==> src/rtl/md_pkg.sv <==
// Shared definitions for the multiply/divide controller: HI/LO op encodings,
// controller state encoding and small op-classification helpers.
package md_pkg;

    typedef enum logic [2:0] {
        MD_MULT  = 3'b000,
        MD_MULTU = 3'b001,
        MD_DIV   = 3'b010,
        MD_DIVU  = 3'b011,
        MD_MTHI  = 3'b100,
        MD_MTLO  = 3'b101,
        MD_MFHI  = 3'b110,
        MD_MFLO  = 3'b111
    } md_op_e;

    typedef enum logic [1:0] {
        ST_IDLE  = 2'd0,
        ST_ISSUE = 2'd1,
        ST_WAIT  = 2'd2,
        ST_READ  = 2'd3
    } md_state_e;

    localparam int WAIT_CNT_W = 5;

    // Multiply/divide ops start the unit; mthi/mtlo only write a register.
    function automatic logic is_arith(input logic [2:0] op);
        return ~op[2];
    endfunction

    function automatic logic is_read(input logic [2:0] op);
        return op[2] & op[1];
    endfunction

endpackage

==> src/rtl/md_ctrl.sv <==
// md_ctrl: issue controller between the pipeline and the multiply/divide unit.
// Stalls the front end while the unit is busy, relays HI/LO reads, aborts hung ops.
module md_ctrl
    import md_pkg::*;
#(
    parameter int WIDTH = 32,
    parameter int WDOG  = 15
) (
    input  logic             clk,
    input  logic             reset,
    input  logic             req_valid,
    input  logic [2:0]       req_op,
    input  logic [WIDTH-1:0] req_srca,
    input  logic [WIDTH-1:0] req_srcb,
    input  logic             int_req,
    output logic             req_ready,
    output logic             stall,
    output logic             md_start,
    output logic [2:0]       md_op,
    output logic [WIDTH-1:0] md_srca,
    output logic [WIDTH-1:0] md_srcb,
    output logic             md_int_req,
    input  logic             md_busy,
    input  logic [WIDTH-1:0] md_hi,
    input  logic [WIDTH-1:0] md_lo,
    output logic             rd_valid,
    output logic [WIDTH-1:0] rd_data,
    output logic             wdog_err
);

    localparam logic [WAIT_CNT_W-1:0] WDOG_CNT = WAIT_CNT_W'(WDOG);

    md_state_e             state, state_n;
    md_op_e                op_q;
    logic [WIDTH-1:0]      srca_q, srcb_q;
    logic [WAIT_CNT_W-1:0] wait_cnt;
    logic                  accept;
    logic                  wdog_hit;

    // Gating with reset keeps req_ready low while the block is held in reset.
    assign req_ready  = reset & (state == ST_IDLE) & ~int_req;
    assign accept     = req_valid & req_ready;
    assign stall      = req_valid & ~req_ready;
    assign md_int_req = int_req;
    assign md_srca    = srca_q;
    assign md_srcb    = srcb_q;
    assign wdog_hit   = (state == ST_WAIT) & md_busy & (wait_cnt == WDOG_CNT);

    // NOTE: state registers use non-blocking assignments so every flop samples
    // pre-edge values; blocking here would create order-dependent simulation.
    always_ff @(posedge clk or negedge reset) begin
        if (!reset) begin
            state    <= ST_IDLE;
            op_q     <= MD_MULT;
            srca_q   <= '0;
            srcb_q   <= '0;
            wait_cnt <= '0;
            wdog_err <= 1'b0;
        end else begin
            state <= state_n;
            if (accept) begin
                op_q   <= md_op_e'(req_op);
                srca_q <= req_srca;
                srcb_q <= req_srcb;
            end
            // Zero on every cycle outside WAIT, so it starts from 0 on entry.
            wait_cnt <= (state == ST_WAIT) ? wait_cnt + 1'b1 : '0;
            if (wdog_hit) begin
                wdog_err <= 1'b1;
            end
        end
    end

    // NOTE: every output of this block gets a default first, so no path
    // leaves a signal unassigned and no latch is inferred.
    always_comb begin
        state_n  = state;
        md_start = 1'b0;
        md_op    = MD_MULT;
        rd_valid = 1'b0;
        rd_data  = '0;
        case (state)
            ST_IDLE: begin
                if (accept) begin
                    state_n = is_read(req_op) ? ST_READ : ST_ISSUE;
                end
            end
            ST_ISSUE: begin
                // An interrupt here makes the unit drop the start; skip WAIT.
                md_start = is_arith(op_q);
                md_op    = op_q;
                state_n  = (is_arith(op_q) && !int_req) ? ST_WAIT : ST_IDLE;
            end
            ST_WAIT: begin
                if (!md_busy || wdog_hit) begin
                    state_n = ST_IDLE;
                end
            end
            ST_READ: begin
                rd_valid = 1'b1;
                rd_data  = (op_q == MD_MFHI) ? md_hi : md_lo;
                state_n  = ST_IDLE;
            end
            default: state_n = ST_IDLE;
        endcase
    end

endmodule

==> config.mk <==
export PLATFORM = sky130hd
export DESIGN_NAME = md_ctrl
export DESIGN_NICKNAME = d
export VERILOG_FILES = /design/src/rtl/md_pkg.sv /design/src/rtl/md_ctrl.sv
export SDC_FILE = /design/constraint.sdc
export NUM_CORES = 1
export LEC_CHECK = 0
export ABC_AREA = 1
export CAP_MARGIN = 20
export CORE_ASPECT_RATIO = 1.2
export CORE_MARGIN = 2
export CORE_UTILIZATION = 37
export CTS_CLUSTER_DIAMETER = 60
export DETAILED_ROUTE_END_ITERATION = 12
export GPL_ROUTABILITY_DRIVEN = 0
export PLACE_DENSITY = 0.94
export SYNTH_ARGS = -nofsm -noshare
export SYNTH_HDL_FRONTEND = slang
export SYNTH_SLANG_ARGS = --single-unit
export TNS_END_PERCENT = 20
==> constraint.sdc <==
create_clock -name clk -period 1.3 [get_ports clk]
set_input_delay 0.13 -clock clk [delete_from_list [all_inputs] [get_ports clk]]
set_output_delay 0.13 -clock clk [all_outputs]
set_load 0.05 [all_outputs]
* Word level (Yosys, flattened, before mapping)
Index checks and enable logic that the tools add are counted.
Cells by class: $add $sub $neg 1, $mul 0, div/mod/pow operators 0, $lt $le $gt $ge 0, eq/ne operators 7, shifts and indexed selects 0, mux-type cells 11, bitwise operators 10, reduce and logical (&&, ||, !) cells 6
Operator list (number):
- 32-bit two-way mux | 2
- 2-bit two-way mux | 4
- 2-bit case mux with 4 select lines | 1
- 1-bit AND | 7
- 5-bit by 1-bit adder with 5-bit output (second input constant) | 1
- 5-bit by 4-bit == test with 1-bit output (second input constant) | 1
- 5-bit two-way mux | 1
- 2-bit == test (second input constant) | 2
- 3-bit == test (second input constant) | 1
- 3-bit two-way mux | 1
- 1-bit NOT | 3
- 2-bit by 1-bit == test with 1-bit output (second input constant) | 1
- 1-bit zero test | 2
- 2-bit zero test | 1
- 1-bit two-way mux | 2
- 2-bit by 1-bit inequality test with 1-bit output (second input constant) | 1
- 2-bit inequality test (second input constant) | 1
- 2-bit AND reduction | 1
- 1-bit logical AND | 1
- 1-bit logical OR | 1
Storage, ports and cells: register bits 75, bits in latches 0, memory bits (writable) 0, ROM bits 0, bits of input ports 136, output and inout port bits 105, logic and storage cells 41, memories kept 0

* Longest topological paths before layout
Gate-level depths: netlist (run 1).
word-level depth 6, depth in mapped cells 8, depth with buffers taken out 6

* Worst setup path before layout (run 1)
OpenSTA, ideal clock, no wires.
path type reg2out, start reg op_q[2], end out rd_data[17], arrival 1665 ps, data required time 1170 ps, path slack -495 ps, stages on the path, launching flop included 5, buffers on the path 2, cell sequence dfrtp_1 -> buf_2 -> buf_1 -> nand4_1 -> a21oi_1
On the way: cells in the longest elaborated chain, start to end 3
RTL lines:
- start: declaration | line md_ctrl.sv:34 | md_op_e op_q;
- start signal: assignment | line md_ctrl.sv:62 | op_q <= md_op_e'(req_op);
- 3-bit == test | line md_ctrl.sv:101 | rd_data = (op_q == MD_MFHI) ? md_hi : md_lo;
- 32-bit two-way mux | line md_ctrl.sv:101
- 32-bit two-way mux | line md_ctrl.sv:82 | case (state)
- end: declaration | line md_ctrl.sv:27 | output logic [WIDTH-1:0] rd_data,
Every way passes these cells.

* Final worst setup path (run 1)
start reg op_q[0], end out rd_data[1]
The elaborated chain is that of the path after synthesis.

==> summary.md, run 1 <==
| Metric | Value |
|---|---|
| Total number of vias | `4650` |
| HP Class | `input port to flop` |
| Clk sinks | `75` |
| Ant diodes | `0` |
| Status | `complete, but fails checks` |
| Cells after Synth | `474` |
| Cell row count | `40` |
| First-pass DRT Iterations | `5` |
| CP arrival | `1.58 ns` |
| FMAX | `584 MHz` |
| Routed Antenna Nets | `0` |
| Critical path type | `flop to output port` |
| Global Route Usage Sum | `29.0%` |
| CTS root buf | `clkbuf_16` |
| Period utilization | `132%` |
| Total wire length | `17100 µm` |
| CTS tree | `built` |
| Die width | `95.8 µm` |
| Filler cells | `501` |
| Core ar. | `0.00996 mm²` |
| DP Cell Count | `815` |
| Fin. Hold Viols | `0` |
| IO Pins | `241` |
| Failing checks | `negative setup slack` |
| Synthesized cell area | `0.00374 mm²` |
| Crit. End Element | `output port` |
| Final Util | `83.3%` |
| Initial antenna violation count | `0` |
| First-pass GRT wire length | `24400 µm` |
| Clock-pin slew on the worst setup and hold paths | `0.05 ns` |
| Slew Viols, Final | `0` |
| Setup Skew | `0.00462 ns` |
| DRC Markers | `0` |
| Vias per Instance | `5.55` |
| LEAKAGE | `3.67 nW` |
| Post-route setup slack | `-0.413 ns` |
| Seq/Total Area, Yosys | `50.1%` |
| Synth Register Bits | `75` |
| Startpoint Class | `flop` |
| Final setup viols | `42` |
| Setup TNS | `-13.21 ns` |
| HPWL after DPL | `11600 µm` |
| Synth-to-layout area growth | `121%` |
| Fin nets | `845` |
| Yosys warns | `0` |
| Total grt overflow | `0` |
| Worst VDD drop | `1440 µV` |
| Slew HR | `70.4%` |
| RSZ-0062 raised after global routing | `true` |
| Longest Clk Path Bufs | `2` |
| Die Y | `114 µm` |
| CP max stage cell | `dfrtp_1` |
| Synthesized area per cell | `7.90 µm²` |
| Net Count, Synth | `612` |
| Worst-path fanout max | `8` |
| Pwr/cell area | `1460 mW/mm²` |
| Share of layout cells above drive strength 1 | `32.7%` |
| Synth cell types | `19` |
| Vias in the first global route | `4768` |
| Worst-Skew Late Latency | `0.33 ns` |
| Iteration-0 DRC Markers | `278` |
| Largest net degree at the start of global routing | `76` |
| Initial Util | `37.6%` |
| Largest stage delay, worst path | `0.38 ns` |
| H-tree depth | `3` |
| Num CTS Buffers | `9` |
| Worst-margin pin slew | `0.444 ns` |
| Final Total Pwr | `0.0121 W` |
| Data required, critical path | `1.17 ns` |
| DIE AREA | `0.0109 mm²` |
| Max Cap Viol | `0` |
| Tmin final | `1.71 ns` |
| I/O Buffers | `240` |
| Final std cells w/o fill | `838` |
| Wire length per cell | `20.4 µm` |
| CP cell instances | `inv_4 > nand3_4 > clkbuf_16 > nand2_1 > a21oi_2 > buf_12` |
cells by family (layout without fill, tap and decap cells):
logic type	count (synthesis)	count (layout)	synth area share (%)
AND/OR/NAND/NOR	298	298	37.1
flip-flops	75	75	50.1
buffers and inverters	64	302	7.48
AO/OA/AOI/OAI	35	35	4.68
adder cells (fa/ha/maj)	2	2	0.668
flip-flops by register name, summed over array words and instances, names as in the netlist:
| signal | flops |
|---|---|
| md_srca | 32 |
| md_srcb | 32 |
| op_q | 3 |
| state | 2 |
| wait_cnt | 5 |
| wdog_err | 1 |
report_power, final:
group          leakage (nW)  switching (W)  total [W]  internal (W)
combinational          2.59        0.00325    0.00605       0.00281
clock                 0.148       0.000916    0.00256       0.00164
sequential            0.939       0.000628    0.00347       0.00284
total                  3.67        0.00479     0.0121       0.00729
layout by cell type, fill, tap and decap left out, drive strengths merged:
cell type | Yosys | layout
clkbuf | 24 | 16
nor2 | 14 | 14
bufinv | 0 | 1
dfrtp | 75 | 75
ha | 2 | 2
nand3b | 1 | 1
nand3 | 4 | 4
o21ai | 2 | 2
nand2 | 180 | 180
a21oi | 33 | 33
dlygate4sd3 | 0 | 1
clkdlybuf4s50 | 0 | 132
clkinvlp | 0 | 3
nand4 | 99 | 99
buf | 23 | 132
inv | 16 | 16
dlygate4sd2 | 0 | 1
critical path, delay by kind of cell (launching register included):
kind	cells	cell delay, ns
simple gates	2	0.26
buf+inv	3	0.42
flops	1	0.38
compound gates	1	0.19
cell usage after synthesis:
library cell  instances  area share [%]
nor2_4                1            0.30
buf_1                 5            0.50
buf_4                 2            0.40
buf_2                14             1.9
clkbuf_1             24             2.4
nand3b_1              1            0.20
nand3_2               1            0.27
nand3_1               3            0.40
o21ai_0               2            0.27
nand4_1              99              17
ha_1                  2            0.67
clkinv_1              1            0.10
buf_6                 2            0.60
dfrtp_1              75              50
a21oi_1              33             4.4
inv_2                 1            0.10
inv_1                15             1.5
nand2_1             180              18
nor2_1               13             1.3
worst paths after layout:
check / startpoint / to / slack [ns] / depth (start not counted)
setup reg to reg: state[0]$_DFFE_PN0P_ / state[1]$_DFFE_PN0P_ / -0.02 / 5
min in group asynchronous: reset / md_srcb[15]$_DFFE_PN0P_ / 0.43 / 3
setup / recovery: op_q[0]$_DFFE_PN0P_ / rd_data[1] / -0.41 / 6
max in group asynchronous: reset / md_srcb[11]$_DFFE_PN0P_ / 0.52 / 3
hold reg to reg: wait_cnt[0]$_DFF_PN0_ / wait_cnt[0]$_DFF_PN0_ / 0.48 / 1
hold / removal: reset / state[1]$_DFFE_PN0P_ / 0.34 / 5
stage by stage:
| stage | setup slack (ns) | cell area, µm² | hold WS [ns] |
|---|---|---|---|
| 2_1_floorplan | -0.219 | 3920 | -0.166 |
| 5_1_grt | -0.462 | 8290 | 0.371 |
| 3_3_place_gp | -0.288 | 7560 | 0.205 |
| 6_report | -0.413 | 8290 | 0.340 |
| 3_5_place_dp | -0.394 | 7560 | 0.216 |
| 4_1_cts | -0.379 | 7960 | 0.323 |
area by class of cell:
class | count | area, µm² | area share [%]
timing repair buffer | 269 | 3860 | 46.5
multi-input combinational | 335 | 2010 | 24.3
sequential | 75 | 1880 | 22.7
clock buffer | 13 | 270 | 3.26
tap | 126 | 158 | 1.90
inverter | 17 | 70.1 | 0.845
clock inverter | 3 | 45.0 | 0.543
routing by layer:
layer	GRT usage [%]	share of wire, %
met1	29.6	32
met2	51.5	55
met3	9.48	9.4
met4	15.9	3.4
met5	0	0
timing repair:
item,CTS,global route
hold endpoints to repair,75,0
pin swaps,2,19
setup buffers,1,1
resized for setup,15,63
setup endpoints to repair,81,109
cloned,1,3
hold buffers,1,0
Power figures use the tool's default switching activity.
==> run 2, diff against run 1 <==
--- a/config.mk
+++ b/config.mk
@@ -13,6 +13,7 @@
 export CTS_CLUSTER_DIAMETER = 60
 export DETAILED_ROUTE_END_ITERATION = 12
 export GPL_ROUTABILITY_DRIVEN = 0
+export HOLD_SLACK_MARGIN = 0.1
 export PLACE_DENSITY = 0.94
 export SYNTH_ARGS = -nofsm -noshare
 export SYNTH_HDL_FRONTEND = slang
==> results of run 2 <==
Final layout, timing and power as in run 1 (identical DEF).
==> run 3, diff against run 2 <==
--- a/config.mk
+++ b/config.mk
@@ -9,12 +9,12 @@
 export CAP_MARGIN = 20
 export CORE_ASPECT_RATIO = 1.2
 export CORE_MARGIN = 2
-export CORE_UTILIZATION = 37
+export CORE_UTILIZATION = 33
 export CTS_CLUSTER_DIAMETER = 60
 export DETAILED_ROUTE_END_ITERATION = 12
 export GPL_ROUTABILITY_DRIVEN = 0
 export HOLD_SLACK_MARGIN = 0.1
-export PLACE_DENSITY = 0.94
+export PLACE_DENSITY = 0.89
 export SYNTH_ARGS = -nofsm -noshare
 export SYNTH_HDL_FRONTEND = slang
 export SYNTH_SLANG_ARGS = --single-unit
==> constraint.sdc (replaced) <==
create_clock -name clk -period 1.4 [get_ports clk]
set_input_delay 0.14 -clock clk [delete_from_list [all_inputs] [get_ports clk]]
set_output_delay 0.14 -clock clk [all_outputs]
set_load 0.05 [all_outputs]
==> run 3 against run 2 <==
Against the previous run: the flow still finishes with violations (negative setup slack); highest routed layer unchanged; register-to-register slack gained 0.11 ns; total power shrank 18%; wire length shrank 15%; non-clock buffer count shrank 1; sequential share of layout area grew 3.8 points; clock-buffer cell count shrank 1.
==> summary.md, run 3 (synthesis results as in run 1) <==
| Metric | Value |
|---|---|
| Largest stage delay, worst path | `0.42 ns (+0.04 ns)` |
| Worst VDD drop | `1080 µV (-25%)` |
| Status | `complete, but fails checks` |
| Synth-to-layout area growth | `89.8%` |
| Reg2reg start | `state[0]$_DFFE_PN0P_` |
| CP arrival | `1.56 ns (-0.02 ns)` |
| Crit. End Element | `output port` |
| Longest Clk Path Bufs | `2 (unchanged)` |
| Fin nets | `844 (-0.12%)` |
| Met2 Wirelength | `7500 µm (-20%)` |
| Final Total Pwr | `0.00987 W (-18%)` |
| Fin. Hold Viols | `0 (unchanged)` |
| Max Cap Viol | `0 (unchanged)` |
| Commonest non-fill, non-tap cell in the layout | `nand2_1` |
| Total number of vias | `4445 (-4.4%)` |
| Worst r2r path cells | `5 (unchanged)` |
| Startpoint Class | `flop` |
| Total wire length | `14500 µm (-15%)` |
| LEAKAGE | `3.37 nW (-8.4%)` |
| Share of layout cells above drive strength 1 | `28.1% (-4.6 points)` |
| Final Util | `64.4% (-19 points)` |
| Final setup viols | `39 (-7.1%)` |
| Post-DP Area | `0.00645 mm² (-15%)` |
| Most frequent cells in the layout | `nand2_1 (178), clkdlybuf4s50_1 (133), nand4_1 (99)` |
| IO Pins | `241 (unchanged)` |
| CP max stage cell | `dfrtp_2` |
| Setup Skew | `0.00431 ns (-0.000313 ns)` |
| Data required, critical path | `1.26 ns (+0.09 ns)` |
| Ant diodes | `0 (unchanged)` |
| Worst-margin pin slew | `0.672 ns (+0.228 ns)` |
| Slew Viols, Final | `0 (unchanged)` |
| Slew HR | `55.2% (-15 points)` |
| Vias in the first global route | `4545 (-4.7%)` |
| Total grt overflow | `0 (unchanged)` |
| Die width | `101 µm (+5.6%)` |
| CTS root buf | `clkbuf_16` |
| Worst Hold Margin | `0.230 ns (-0.110 ns)` |
| Core ar. | `0.0110 mm² (+11%)` |
| Routed Antenna Nets | `0 (unchanged)` |
| I/O Buffers | `240 (unchanged)` |
| Pwr/cell area | `1390 mW/mm² (-4.7%)` |
| Die Y | `121 µm (+5.7%)` |
| Num CTS Buffers | `9 (unchanged)` |
| Tmin final | `1.70 ns` |
| Highest Signal Layer | `met4` |
| DIE AREA | `0.0122 mm² (+12%)` |
| Vias per Instance | `5.27 (-5.0%)` |
| Total stage count of the critical path | `4 (-2)` |
| Worst-path fanout max | `17 (+9)` |
| R2r setup slk | `0.09 ns (+0.11 ns)` |
| DRC Markers | `0 (unchanged)` |
| Wire length on met3 | `1290 µm (-19%)` |
| Period utilization | `121%` |
| Setup TNS | `-8.86 ns (+4.34 ns)` |
| Delay-heaviest family, CP | `buffers and inverters` |
| HP Class | `input port to flop` |
| Failing checks | `negative setup slack` |
| Largest net degree at the start of global routing | `76 (unchanged)` |
| Clk sinks | `75 (unchanged)` |
| Wire length per cell | `17.2 µm (-16%)` |
| Critical path type | `flop to output port` |
| Initial antenna violation count | `0 (unchanged)` |
| CTS tree | `built` |
| Iteration-0 DRC Markers | `184 (-34%)` |
| H-tree depth | `3 (unchanged)` |
| Global Route Usage Sum | `23.1% (-5.9 points)` |
| Design Area, Final | `0.00711 mm² (-14%)` |
| Capturing point of the worst reg2reg path | `md_srca[0]$_DFFE_PN0P_` |
| RSZ-0062 raised after global routing | `true` |
| Crit. Startpoint | `op_q[1]$_DFFE_PN0P_` |
| CP cell instances | `bufbuf_16 > nand4_1 > a21oi_2 > buf_6` |
| Post-route setup slack | `-0.299 ns (+0.114 ns)` |
| Cell row count | `42 (+5.0%)` |
| Buf/Inv on CP | `2 (-1)` |
| First-pass DRT Iterations | `5 (unchanged)` |
| Clock-pin slew on the worst setup and hold paths | `0.05 ns (about the same)` |
| Initial Util | `33.9% (-3.7 points)` |
| HPWL after DPL | `10200 µm (-13%)` |
| FMAX | `589 MHz` |
| Worst-Skew Late Latency | `0.33 ns (about the same)` |
| Crit path to | `rd_data[10]` |
| First-pass GRT wire length | `22400 µm (-8.1%)` |
| M1 WL | `5370 µm (-2.3%)` |
[run 3: cell count changes in the layout (fill, tap and decap cells not counted), moves of 2 or more]
cell       previous run  this run
a21oi_2              12        26
a21oi_4              20         6
buf_12              113        25
buf_16                1         3
buf_4                13        71
buf_6                 3        32
clkbuf_16            12         9
clkinv_2              0         2
nand2_1             146       178
nand2_2              29         2
nand2_4               5         0
nor2_4                3         5
[run 3: metal layers]
metal / GRT usage [%] / vias to the layer above
met5: 0 / -
met4: 8.45 / 0
met3: 6.71 / 27
met2: 41.5 / 224
met1: 25.5 / 2120
li1: - / 2074
[run 3: worst min-delay path by stage]
stage                      from                     end  slack (ns)  cells past startpoint
after floorplan           reset  md_srca[0]$_DFFE_PN0P_       -0.16                      0
final                     reset    state[1]$_DFFE_PN0P_        0.23                      5
after global routing      reset    state[1]$_DFFE_PN0P_        0.29                      5
after detailed placement  reset    wdog_err$_DFFE_PN0P_        0.44                      2
after CTS                 reset    state[1]$_DFFE_PN0P_        0.22                      5
after global placement    reset    wdog_err$_DFFE_PN0P_        0.42                      2
[run 3: area by class of cell]
class	instances	area, µm²
clock buffer	12	267
fill	850	3930
timing repair buffer	268	2870
clock inverter	4	47.5
inverter	17	72.6
sequential	75	1880
tap	132	165
multi-input combinational	335	1810
[run 3: where the power goes]
part | internal, W | total [W] | switching, W
Clock | 0.00152 | 0.00236 | 0.000847
Sequential | 0.00264 | 0.00299 | 0.000359
Combinational | 0.00166 | 0.00451 | 0.00285
Total | 0.00581 | 0.00987 | 0.00406
[run 3: what timing repair did]
action / CTS / global route
gates cloned: 4 / 0
pin swaps: 9 / 4
gates resized for setup: 51 / 6
buffers inserted: 1 / 1
endpoints found under the setup margin: 39 / 43
endpoints found under the hold margin: 75 / 0
hold buffers: 1 / 0
[run 3: metrics by stage]
stage / std cells / setup WS, ns
global route: 843 / -0.358
detailed placement: 820 / -0.156
global placement: 820 / -0.0911
floorplan: 474 / -0.129
CTS: 842 / -0.296
finish: 843 / -0.299
[run 3: worst reg2reg max path: stages (launching register included)]
cell and delay [ns]:
dfrtp_1 0.42, nor2_4 0.23, nand3_2 0.15, buf_4 0.24, nand2_1 0.09, nand2_1 0.06
